`src/rtl/mi_reg_responder.sv`:
```
// MI bus responder: byte-enabled register array with a fixed read latency and ARDY throttling.
// Define MI_REG_RESPONDER_STATS_EN to add read-only write/read counters just past the register array.
module mi_reg_responder #(
  parameter int DATA_WIDTH = 32,
  parameter int ADDR_WIDTH = 32,
  parameter int META_WIDTH = 2,
  parameter int REG_COUNT  = 16,
  parameter int RD_LATENCY = 2,
  parameter int ARDY_GAP   = 0
) (
  input  logic                    CLK,
  input  logic                    RESET_N,
  input  logic [DATA_WIDTH-1:0]   RX_DWR,
  input  logic [META_WIDTH-1:0]   RX_MWR,
  input  logic [ADDR_WIDTH-1:0]   RX_ADDR,
  input  logic                    RX_RD,
  input  logic                    RX_WR,
  input  logic [DATA_WIDTH/8-1:0] RX_BE,
  output logic                    RX_ARDY,
  output logic [DATA_WIDTH-1:0]   RX_DRD,
  output logic                    RX_DRDY
);

  localparam int BE_W  = DATA_WIDTH / 8;
  localparam int OFFS  = $clog2(BE_W);
  localparam int IDX_W = $clog2(REG_COUNT);
  localparam int GAP_W = (ARDY_GAP > 0) ? $clog2(ARDY_GAP + 1) : 1;

  logic [GAP_W-1:0]      gap_q, gap_d;
  logic [DATA_WIDTH-1:0] regs_q [REG_COUNT];
  logic [DATA_WIDTH-1:0] regs_d [REG_COUNT];
  logic [RD_LATENCY-1:0] vld_q, vld_d;
  logic [DATA_WIDTH-1:0] pdata_q [RD_LATENCY];
  logic [DATA_WIDTH-1:0] pdata_d [RD_LATENCY];
`ifdef MI_REG_RESPONDER_STATS_EN
  logic [DATA_WIDTH-1:0] wr_cnt_q, wr_cnt_d;
  logic [DATA_WIDTH-1:0] rd_cnt_q, rd_cnt_d;
`endif

  logic [ADDR_WIDTH-1:0] index;
  logic [IDX_W-1:0]      reg_idx;
  logic                  in_range;
  logic                  accept;
  logic                  wr_acc;
  logic                  rd_acc;
  logic [DATA_WIDTH-1:0] rd_data;
  logic                  unused_meta;

  assign unused_meta = ^RX_MWR;

  assign RX_ARDY  = RESET_N && (gap_q == '0);
  assign accept   = (RX_RD || RX_WR) && RX_ARDY;
  // RD and WR together is a protocol violation; it is handled as a plain write.
  assign wr_acc   = accept && RX_WR;
  assign rd_acc   = accept && RX_RD && !RX_WR;

  assign index    = RX_ADDR >> OFFS;
  assign reg_idx  = index[IDX_W-1:0];
  assign in_range = index < ADDR_WIDTH'(REG_COUNT);

  assign RX_DRDY  = vld_q[RD_LATENCY-1];
  assign RX_DRD   = vld_q[RD_LATENCY-1] ? pdata_q[RD_LATENCY-1] : '0;

  always_comb begin
    rd_data = '0;
    if (in_range) begin
      rd_data = regs_q[reg_idx];
    end
`ifdef MI_REG_RESPONDER_STATS_EN
    else if (index == ADDR_WIDTH'(REG_COUNT)) begin
      rd_data = wr_cnt_q;
    end else if (index == ADDR_WIDTH'(REG_COUNT + 1)) begin
      rd_data = rd_cnt_q + DATA_WIDTH'(1);
    end
`endif
  end

  // NOTE: every always_comb output gets a default first so no path leaves it unassigned (no latch).
  always_comb begin
    gap_d = gap_q;
    if (accept) begin
      gap_d = GAP_W'(ARDY_GAP);
    end else if (gap_q != '0) begin
      gap_d = gap_q - GAP_W'(1);
    end

    regs_d = regs_q;
    if (wr_acc && in_range) begin
      for (int b = 0; b < BE_W; b++) begin
        if (RX_BE[b]) regs_d[reg_idx][8*b +: 8] = RX_DWR[8*b +: 8];
      end
    end

    vld_d[0]   = rd_acc;
    pdata_d[0] = rd_acc ? rd_data : '0;
    for (int i = 1; i < RD_LATENCY; i++) begin
      vld_d[i]   = vld_q[i-1];
      pdata_d[i] = pdata_q[i-1];
    end

`ifdef MI_REG_RESPONDER_STATS_EN
    wr_cnt_d = wr_cnt_q + (wr_acc ? DATA_WIDTH'(1) : DATA_WIDTH'(0));
    rd_cnt_d = rd_cnt_q + (rd_acc ? DATA_WIDTH'(1) : DATA_WIDTH'(0));
`endif
  end

  // NOTE: state is updated with non-blocking assignments only, so all flops see pre-edge values.
  always_ff @(posedge CLK or negedge RESET_N) begin
    if (!RESET_N) begin
      gap_q <= '0;
      vld_q <= '0;
      // NOTE: the register array is reset on purpose; reads after reset must return zero.
      for (int r = 0; r < REG_COUNT; r++) regs_q[r] <= '0;
      for (int i = 0; i < RD_LATENCY; i++) pdata_q[i] <= '0;
`ifdef MI_REG_RESPONDER_STATS_EN
      wr_cnt_q <= '0;
      rd_cnt_q <= '0;
`endif
    end else begin
      gap_q   <= gap_d;
      vld_q   <= vld_d;
      regs_q  <= regs_d;
      pdata_q <= pdata_d;
`ifdef MI_REG_RESPONDER_STATS_EN
      wr_cnt_q <= wr_cnt_d;
      rd_cnt_q <= rd_cnt_d;
`endif
    end
  end

endmodule

```
`config.mk`:
```
export PLATFORM = sky130hd
export DESIGN_NAME = mi_reg_responder
export DESIGN_NICKNAME = d
export VERILOG_FILES = /design/src/rtl/mi_reg_responder.sv
export SDC_FILE = /design/constraint.sdc
export NUM_CORES = 1
export LEC_CHECK = 0
export CORE_MARGIN = 2
export CORE_UTILIZATION = 60
export CTS_BUF_LIST = sky130_fd_sc_hd__clkbuf_4 sky130_fd_sc_hd__clkbuf_8 sky130_fd_sc_hd__clkbuf_16
export CTS_CLUSTER_DIAMETER = 120
export DETAILED_ROUTE_END_ITERATION = 10
export PLACE_DENSITY = 0.79
export REMOVE_ABC_BUFFERS = 1
export SKIP_LAST_GASP = 1
export SYNTH_ARGS = -nofsm -noshare
export SYNTH_HDL_FRONTEND = slang
export SYNTH_SLANG_ARGS = --single-unit
```
`constraint.sdc`:
```
create_clock -name CLK -period 2.6 [get_ports CLK]
set_input_delay 0.52 -clock CLK [delete_from_list [all_inputs] [get_ports CLK]]
set_output_delay 0.52 -clock CLK [all_outputs]
set_load 0.01 [all_outputs]
```
==> results of run 1 <==
## power by group through the flow
| stage | logic (W) | registers [W] | clock network, W |
|---|---|---|---|
| floorplan | 0.000167 | 0.00917 | 0 |
| global placement | 0.000791 | 0.00916 | 0 |
| detailed placement | 0.000813 | 0.00916 | 0 |
| CTS | 0.000818 | 0.00900 | 0.00860 |
| global route | 0.000877 | 0.00899 | 0.00894 |
| finish | 0.000803 | 0.00900 | 0.00847 |
## what timing repair did
| action | CTS | global route |
|---|---|---|
| hold buffers | 1 | 0 |
| hold endpoints to repair | 8 | 0 |
| setup buffers | 0 | 0 |
## metal layers
layer	up-vias	track usage (%)
met5	-	0
met4	0	7.93
met3	81	4.18
met2	310	44.5
met1	7927	36.7
li1	6319	-
## cells by family after synthesis
family | synth area share, %
muxes | 33.2
and+or+nand+nor | 6.85
DFF | 55.5
AOI/OAI and AO/OA | 2.46
buffers and inverters | 1.94
## sequential cells by signal, indices dropped and copies added, names as in the netlist
signal and cells:
pdata_d 32, pdata_q 32, regs_q 512, vld_q 2
## placed cells by master (no fill, tap or decap), drive strengths merged
master	synthesis	layout
dfrtp	578	578
clkbuf	68	84
nand2	14	14
dlygate4sd3	0	1
or3b	1	1
nand4	1	1
and2	33	33
buf	37	143
nor4	70	70
nand3	9	9
bufinv	0	5
or3	1	1
mux4	128	128
nor2	4	4
clkinv	0	13
inv	0	1
clkdlybuf4s50	0	100
a22oi	64	64
diode	0	2
a21oi	32	32
mux2	512	512
nor2b	4	4
## cell type report
cell class	count	area (µm²)	area share, %
multi-input cells	873	11100	35.5
well taps	585	732	2.34
repair buffers	245	3010	9.62
diodes	2	5.00	0.0160
clock buffers	83	1730	5.54
clock inverters	19	228	0.728
flip-flops and latches	578	14500	46.2
## critical path: cells and delay by family (launching register included)
kind / cells / cell delay, ns
buffers and inverters: 2 / 0.79
DFF: 1 / 0.34
and+or+nand+nor: 1 / 0.17
## worst min path at each step
stage,cells past startpoint,slack [ns],endpoint
3_5_place_dp,0,0.33,pdata_q[7]
4_1_cts,0,0.35,pdata_q[7]
6_report,0,0.35,pdata_q[22]
3_3_place_gp,0,0.33,pdata_q[2]
5_1_grt,0,0.35,pdata_q[3]
2_1_floorplan,0,0.22,pdata_d[0]
## stage by stage
step,instances,instance area [µm²],util [%],worst slack (ns),TNS [ns]
3_3_place_gp,2280,29300,68.2,-0.227,-81.47
3_5_place_dp,2280,29300,68.2,-0.245,-103.48
5_1_grt,2385,31300,72.8,0.0375,0
4_1_cts,2383,31300,72.8,0.102,0
2_1_floorplan,1451,25500,-,-5.31,-2803.20
6_report,2385,31300,72.8,0.154,0
==> impl_metrics.py, run 1 <==
metrics = {
    "placement": {
        "routabilityCongestion": 0.803,
        "io_buffers": 103,
        "hpwl_um": 36000,
    },
    "min_path": {
        "hold_path_class": "register to register",
        "hp-start": "pdata_d[22]",
    },
    "synthesis": {
        "synthesis.instances": 1556,
        "ys_ff_latch": 578,
        "synth_top_area_share_pct": 55.5,
        "syn_area_mm2": 0.0260,
        "synth-edff-count": 0,
        "syn_area_per_cell_um2": 16.7,
        "yosysMostFrequentCell": "dfrtp_1",
        "ys_seq_area_share_pct": 55.5,
        "yosys.area.top_type": "dfrtp_1",
        "synthFlopType": "dfrtp_1",
        "synthArstFlopShare_pct": 100,
        "ys_top_cells_by_area": "dfrtp_1, mux2_2, mux4_2",
        "ys_warn_count": 0,
        "ys_top_cells_by_count": "dfrtp_1, mux2_2, mux4_2",
        "synthDistinctLibCells": 21,
    },
    "clock_tree": {
        "cts_root_buffer": "clkbuf_16",
        "clock_latency_ns": 0.61,
        "cts_buffer_depth": 3,
        "clock-sinks": 578,
        "path_clk_slew_ns": 0.06,
        "htree_levels": 2,
        "cts_buffers": 57,
        "cts_resized": 0,
        "tritoncts": "yes",
    },
    "layout": {
        "nFillCells": 2610,
        "fin_nets": 1829,
        "area_growth_pct": 20.1,
        "drive_above_1_share_pct": 53.4,
    },
    "sta": {
        "finalSetupViolCount": 0,
        "slew_headroom_pct": 38.1,
        "hold_violations": 0,
        "layout_min_cycle_time_ns": 2.45,
        "rsz0062_at_grt": "false",
        "min_period_over_period_pct": 94.1,
        "maxSlewViolCount": 0,
        "fmax_ghz": 0.409,
        "holdWs_ns": 0.347,
        "worstMarginPinSlew_ns": 0.928,
        "clock_skew_ns": 0.00988,
    },
    "floorplan": {
        "core_mm2": 0.0430,
        "die_w_um": 212,
        "dieArea_mm2": 0.0451,
        "die_y_um": 212,
        "rows": 76,
        "io_pins": 108,
        "start_util_pct": 60.6,
    },
    "critical_path": {
        "endpoint_kind": "output pin",
        "crit_start": "vld_q[1]",
        "crit_path_start_kind": "register",
        "rrSetupSlack_ns": 1.15,
        "path_cells": "buf_4, and2_1, clkdlybuf4s50_1",
        "crit_path_max_fanout": 19,
        "crit_arrival_ns": 1.93,
        "max_stage_delay_ns": 0.54,
        "r2r-start": "regs_q[346]",
        "crit_type": "register to output pin",
        "worst-r2r-cell-count": 3,
        "worstPathRequired_ns": 2.08,
        "endpoint": "RX_DRD[10]",
        "crit_slowest_cell": "clkdlybuf4s50_1",
        "reg2reg_to": "pdata_d[26]",
    },
    "power": {
        "combPwrFrac_pct": 4.4,
        "p_sw_w": 0.00393,
        "pwr_density_cell_mw_per_mm2": 584,
        "p_total_w": 0.0183,
        "internal-power_w": 0.0143,
        "irDropWorstVdd_v": 0.000505,
        "cellLeakagePower_nw": 15.1,
        "swShare_pct": 21.5,
        "clkPwrFrac_pct": 46.4,
        "seqPwrFrac_pct": 49.3,
    },
    "route": {
        "wl_met3_um": 2430,
        "wl_met2_um": 29200,
        "top_layer": "met4",
        "viasPerCell": 6.14,
        "drc_errors": 0,
        "wl_met1_um": 24800,
        "totalWireLength_um": 57600,
        "ant_nets": 0,
        "post_drt_wl_per_cell_um": 24.1,
        "vias": 14637,
        "drt_first_iter_violations": 1017,
        "drt_pre_antenna_iters": 5,
    },
    "run_status": {
        "status": "finished clean",
    },
    "job": {
        "drv_cap": 0,
    },
    "global_route": {
        "grt_pass1_wl_um": 90900,
        "grt_antenna_before_repair": 2,
        "grt_usage_pct": 26.6,
        "grt_pass1_vias": 15867,
        "gr-total-overflow": 0,
        "grt_max_degree": 169,
    },
}
Power figures use the tool's default switching activity.
==> run 2: changes to the inputs <==
--- a/config.mk
+++ b/config.mk
@@ -10,7 +10,7 @@
 export CTS_BUF_LIST = sky130_fd_sc_hd__clkbuf_4 sky130_fd_sc_hd__clkbuf_8 sky130_fd_sc_hd__clkbuf_16
 export CTS_CLUSTER_DIAMETER = 120
 export DETAILED_ROUTE_END_ITERATION = 10
-export PLACE_DENSITY = 0.79
+export PLACE_DENSITY = 0.81
 export REMOVE_ABC_BUFFERS = 1
 export SKIP_LAST_GASP = 1
 export SYNTH_ARGS = -nofsm -noshare
==> run 2 against run 1 <==
Critical path type unchanged. Power shrank 1.2%. Die area is the same. Via count grew 1.7%. Utilization grew 0.43 points. Count of clock-buffer cells in the layout grew 4. Hold slack lost 0.0098 ns. Highest routed layer unchanged.
==> impl_metrics.py, run 2 (synthesis gave the netlist of run 1 again) <==
metrics = {
    "run_status": {
        "status": "finished clean",
    },
    "critical_path": {
        "reg2reg_to": "pdata_d[7]",
        "crit_arrival_ns": 2.00,
        "crit_path_start_kind": "register",
        "endpoint_kind": "output pin",
        "worstPathRequired_ns": 2.08,
        "crit_type": "register to output pin",
        "r2r-start": "regs_q[263]",
        "rrSetupSlack_ns": 1.11,
        "crit_path_max_fanout": 14,
        "worst-r2r-cell-count": 3,
    },
    "sta": {
        "fmax_ghz": 0.397,
        "maxSlewViolCount": 0,
        "hold_violations": 0,
        "worstMarginPinSlew_ns": 1.03,
        "holdWs_ns": 0.337,
        "min_period_over_period_pct": 96.8,
        "clock_skew_ns": 0.0100,
        "rsz0062_at_grt": "false",
        "layout_min_cycle_time_ns": 2.52,
        "slew_headroom_pct": 31.3,
        "setup-tns-final_ns": 0,
        "finalSetupViolCount": 0,
    },
    "layout": {
        "drive_above_1_share_pct": 54.0,
        "num_antenna_cells": 0,
        "final_cell_count_no_fill": 2405,
        "mostFrequentLayoutCells": "dfrtp_1, mux2_2, mux4_2, clkdlybuf4s50_1, buf_4",
        "fin_util_pct": 73.2,
        "fin_nets": 1850,
        "final_area_mm2": 0.0315,
        "area_growth_pct": 20.8,
        "largest_reg_flops": 512,
        "nFillCells": 2578,
        "regMostFlops": "regs_q",
        "final_common_cell": "dfrtp_1",
    },
    "power": {
        "clkPwrFrac_pct": 45.6,
        "internal-power_w": 0.0141,
        "irDropWorstVdd_v": 0.000538,
        "combPwrFrac_pct": 4.6,
        "seqPwrFrac_pct": 49.8,
        "p_sw_w": 0.00393,
        "pwr_density_cell_mw_per_mm2": 574,
        "swShare_pct": 21.8,
        "cellLeakagePower_nw": 15.2,
    },
    "global_route": {
        "grt_max_degree": 148,
        "gr-total-overflow": 0,
        "grt_pass1_vias": 16300,
        "grt_antenna_before_repair": 0,
        "grt_usage_pct": 27.3,
        "grt_pass1_wl_um": 93200,
    },
    "floorplan": {
        "die_w_um": 212,
        "rows": 76,
        "start_util_pct": 60.6,
        "die_y_um": 212,
        "dieArea_mm2": 0.0451,
        "io_pins": 108,
        "core_mm2": 0.0430,
    },
    "placement": {
        "hpwl_um": 36900,
        "postPlaceCellArea_mm2": 0.0295,
        "io_buffers": 103,
        "routabilityCongestion": 0.838,
        "post-place-cells": 2302,
    },
    "route": {
        "ant_nets": 0,
        "post_drt_wl_per_cell_um": 24.4,
        "drt_pre_antenna_iters": 6,
        "viasPerCell": 6.19,
        "drc_errors": 0,
        "drt_first_iter_violations": 901,
        "vias": 14893,
        "totalWireLength_um": 58800,
    },
    "job": {
        "drv_cap": 0,
    },
    "clock_tree": {
        "clock_latency_ns": 0.60,
        "cts_buffer_depth": 3,
        "cts_buffers": 56,
        "path_clk_slew_ns": 0.06,
        "clock-sinks": 578,
        "cts_root_buffer": "clkbuf_16",
        "tritoncts": "yes",
        "htree_levels": 2,
    },
    "min_path": {
        "hold_path_class": "primary input to asynchronous set/reset pin",
    },
}
-- run 2: cell types whose count changed in the layout (fill, tap and decap cells not counted), moves of 2 or more --
cell / change
diode_2: -2
bufinv_16: -3
buf_4: +14
buf_12: +6
clkbuf_16: -2
clkbuf_8: +7
buf_6: +2
-- run 2: worst max-delay path by stage --
stage	start	to	slack [ns]	cells past startpoint
2_1_floorplan	RX_ADDR[25]	pdata_d[0]	-5.31	4
3_3_place_gp	RX_ADDR[20]	regs_q[316]	-0.19	8
3_5_place_dp	RX_ADDR[15]	regs_q[74]	-0.26	8
4_1_cts	vld_q[1]	RX_DRD[28]	0.02	3
5_1_grt	vld_q[1]	RX_DRD[18]	0.006	3
6_report	vld_q[1]	RX_DRD[28]	0.08	3
-- run 2: power groups by stage --
| stage | Clock [W] | Sequential (W) | Combinational (W) |
|---|---|---|---|
| 2_1_floorplan | 0 | 0.00917 | 0.000167 |
| 3_3_place_gp | 0 | 0.00916 | 0.000814 |
| 5_1_grt | 0.00874 | 0.00899 | 0.000904 |
| 4_1_cts | 0.00837 | 0.00900 | 0.000842 |
| 3_5_place_dp | 0 | 0.00916 | 0.000836 |
| 6_report | 0.00823 | 0.00900 | 0.000833 |
-- run 2: routing by layer --
layer | track usage, % | up-vias | routed length, µm
li1 | - | 6350 | -
met1 | 37.5 | 8040 | 25100
met2 | 45.7 | 401 | 29800
met3 | 3.75 | 102 | 2530
met4 | 8.71 | 0 | 1420
met5 | 0 | - | 0
-- run 2: area by class of cell --
| type | instances | area (µm²) | share of cell area [%] |
|---|---|---|---|
| Clock inverter | 15 | 128 | 0.406 |
| Clock buffer | 87 | 1770 | 5.63 |
| Sequential cell | 578 | 14500 | 46.0 |
| Tap cell | 585 | 732 | 2.33 |
| Timing Repair Buffer | 267 | 3260 | 10.4 |
| Multi-Input combinational cell | 873 | 11100 | 35.3 |
-- run 2: what timing repair did --
item                                    4_1_cts  5_1_grt
endpoints found under the setup margin       27        0
hold buffers                                  1        0
gates resized for setup                       3        0
hold endpoints to repair                      1        0
setup buffers                                 0        0
-- run 2: worst max-delay path, cell delays in order (launching register included) --
cell and delay, ns:
dfrtp_2 0.48, buf_6 0.22, and2_1 0.16, clkdlybuf4s50_1 0.54
-- run 2: metrics by stage --
step | setup slack, ns | total power (W)
after floorplan | -5.31 | 0.00933
after global placement | -0.194 | 0.00998
after detailed placement | -0.258 | 0.0100
after CTS | 0.0206 | 0.0182
after global routing | 0.00594 | 0.0186
final | 0.0837 | 0.0181
==> run 3: changes to the inputs <==
--- a/config.mk
+++ b/config.mk
@@ -5,6 +5,7 @@
 export SDC_FILE = /design/constraint.sdc
 export NUM_CORES = 1
 export LEC_CHECK = 0
+export CORE_ASPECT_RATIO = 2
 export CORE_MARGIN = 2
 export CORE_UTILIZATION = 60
 export CTS_BUF_LIST = sky130_fd_sc_hd__clkbuf_4 sky130_fd_sc_hd__clkbuf_8 sky130_fd_sc_hd__clkbuf_16
==> run 3 against run 2 <==
The run now ends with design-rule violations left. Utilization decreased by 1.0 points. Die area rose by 0.22%. First-iteration DRC count is 5.0% lower. Critical endpoint is now RX_DRD[25]. Largest power group unchanged. Highest routed layer unchanged.
==> impl_metrics.py, run 3 (synthesis gave the netlist of run 1 again) <==
metrics = {
    "run_status": {
        "status": "complete, but fails checks",
        "violations": "design-rule violations",
    },
    "power": {
        "cellLeakagePower_nw": 14.9,
        "irDropWorstVdd_v": 0.000569,
        "pwr_density_cell_mw_per_mm2": 571,
    },
    "sta": {
        "rsz0062_at_grt": "false",
        "clock_skew_ns": 0.0158,
        "worstMarginPinSlew_ns": 1.12,
        "holdWs_ns": 0.173,
        "layout_min_cycle_time_ns": 2.45,
        "fmax_ghz": 0.409,
        "hold_violations": 0,
        "maxSlewViolCount": 0,
        "min_period_over_period_pct": 94.1,
        "slew_headroom_pct": 25.6,
        "finalSetupViolCount": 0,
    },
    "route": {
        "post_drt_wl_per_cell_um": 26.4,
        "viasPerCell": 6.47,
        "vias": 14996,
        "drc_errors": 1,
        "totalWireLength_um": 61100,
        "drt_first_iter_violations": 856,
        "drt_pre_antenna_iters": 7,
        "ant_nets": 0,
    },
    "placement": {
        "hpwl_um": 39200,
        "io_buffers": 103,
        "routabilityCongestion": 0.804,
        "post-place-cells": 2231,
    },
    "critical_path": {
        "worst-r2r-cell-count": 3,
        "r2r-start": "regs_q[279]",
        "rrSetupSlack_ns": 1.06,
        "endpoint_kind": "output pin",
        "crit_type": "register to output pin",
        "crit_path_max_fanout": 22,
        "worstPathRequired_ns": 2.08,
        "crit_path_start_kind": "register",
        "reg2reg_to": "pdata_d[23]",
        "crit_start": "vld_q[1]",
        "crit_arrival_ns": 1.93,
    },
    "min_path": {
        "hold_path_class": "primary input to asynchronous set/reset pin",
    },
    "floorplan": {
        "die_y_um": 299,
        "io_pins": 108,
        "die_w_um": 151,
        "start_util_pct": 60.4,
        "dieArea_mm2": 0.0452,
        "core_mm2": 0.0431,
        "rows": 108,
    },
    "layout": {
        "regMostFlops": "regs_q",
        "fin_nets": 1808,
        "largest_reg_flops": 512,
        "mostFrequentLayoutCells": "dfrtp_1, mux2_2, mux4_2, clkdlybuf4s50_1, buf_12",
        "final_common_cell": "dfrtp_1",
        "final_cell_count_no_fill": 2317,
        "drive_above_1_share_pct": 52.5,
        "area_growth_pct": 19.5,
        "num_antenna_cells": 0,
    },
    "global_route": {
        "grt_antenna_before_repair": 1,
        "gr-total-overflow": 0,
        "grt_pass1_vias": 16896,
        "grt_pass1_wl_um": 96200,
        "grt_max_degree": 205,
        "grt_usage_pct": 28.1,
    },
    "clock_tree": {
        "htree_levels": 2,
        "clock_latency_ns": 0.57,
        "path_clk_slew_ns": 0.06,
        "clock-sinks": 578,
        "tritoncts": "yes",
        "cts_buffers": 49,
        "cts_root_buffer": "clkbuf_16",
        "cts_buffer_depth": 3,
    },
    "job": {
        "drv_cap": 0,
    },
}
run 3: changes by cell type in the layout (fill, tap and decap cells not counted), sizes merged:
cell	delta
buf	-36
clkbuf	-15
clkinv	-8
bufinv	+6
clkinvlp	-1
dlygate4sd3	+1
run 3: repair_timing:
| action | 4_1_cts | 5_1_grt |
|---|---|---|
| setup buffers | 0 | 0 |
| setup endpoints to repair | 1 | 3 |
| hold endpoints to repair | 12 | 0 |
| hold buffers | 2 | 0 |
| resized for setup | 1 | 1 |
run 3: stage by stage:
| step | cell area, µm² | TNS (ns) | util, % | worst slack, ns | total power, W |
|---|---|---|---|---|---|
| finish | 31100 | 0 | 72.2 | 0.154 | 0.0178 |
| detailed placement | 29300 | -97.63 | 68.1 | -0.291 | 0.00997 |
| global route | 31100 | 0 | 72.2 | 0.0131 | 0.0183 |
| floorplan | 25500 | -2803.20 | - | -5.31 | 0.00933 |
| global placement | 29300 | -110.82 | 68.1 | -0.294 | 0.00994 |
| CTS | 31100 | 0 | 72.2 | 0.0771 | 0.0179 |
run 3: layout make-up:
class                      count  area, µm²
clock buffer                  72       1490
multi-input combinational    873      11100
tap                          550        688
timing repair buffer         232       3110
fill                        2508      12000
clock inverter                12        260
sequential                   578      14500
run 3: routing by layer:
layer  track usage [%]  vias up  wire, µm
li1                  -     6244         -
met4              12.6        0      2730
met2              47.0      538     31700
met5                 0        -         0
met1              36.1     8019     23500
met3              4.34      195      3120
run 3: worst max-delay path, cell delays in order (launching register included):
cell             delay, ns
dfrtp_1               0.41
buf_8                 0.23
and2_1                0.17
clkdlybuf4s50_1       0.54
run 3: worst max-delay path by stage:
| stage | endpoint | slack (ns) |
|---|---|---|
| 5_1_grt | RX_DRD[4] | 0.01 |
| 3_5_place_dp | pdata_d[22] | -0.29 |
| 3_3_place_gp | pdata_d[22] | -0.29 |
| 2_1_floorplan | pdata_d[0] | -5.31 |
| 4_1_cts | RX_DRD[25] | 0.08 |
| 6_report | RX_DRD[25] | 0.15 |
run 3: power by group:
group | internal [W] | switching (W)
Combinational | 0.000256 | 0.000556
Clock | 0.00475 | 0.00321
Sequential | 0.00899 | 0.000000943
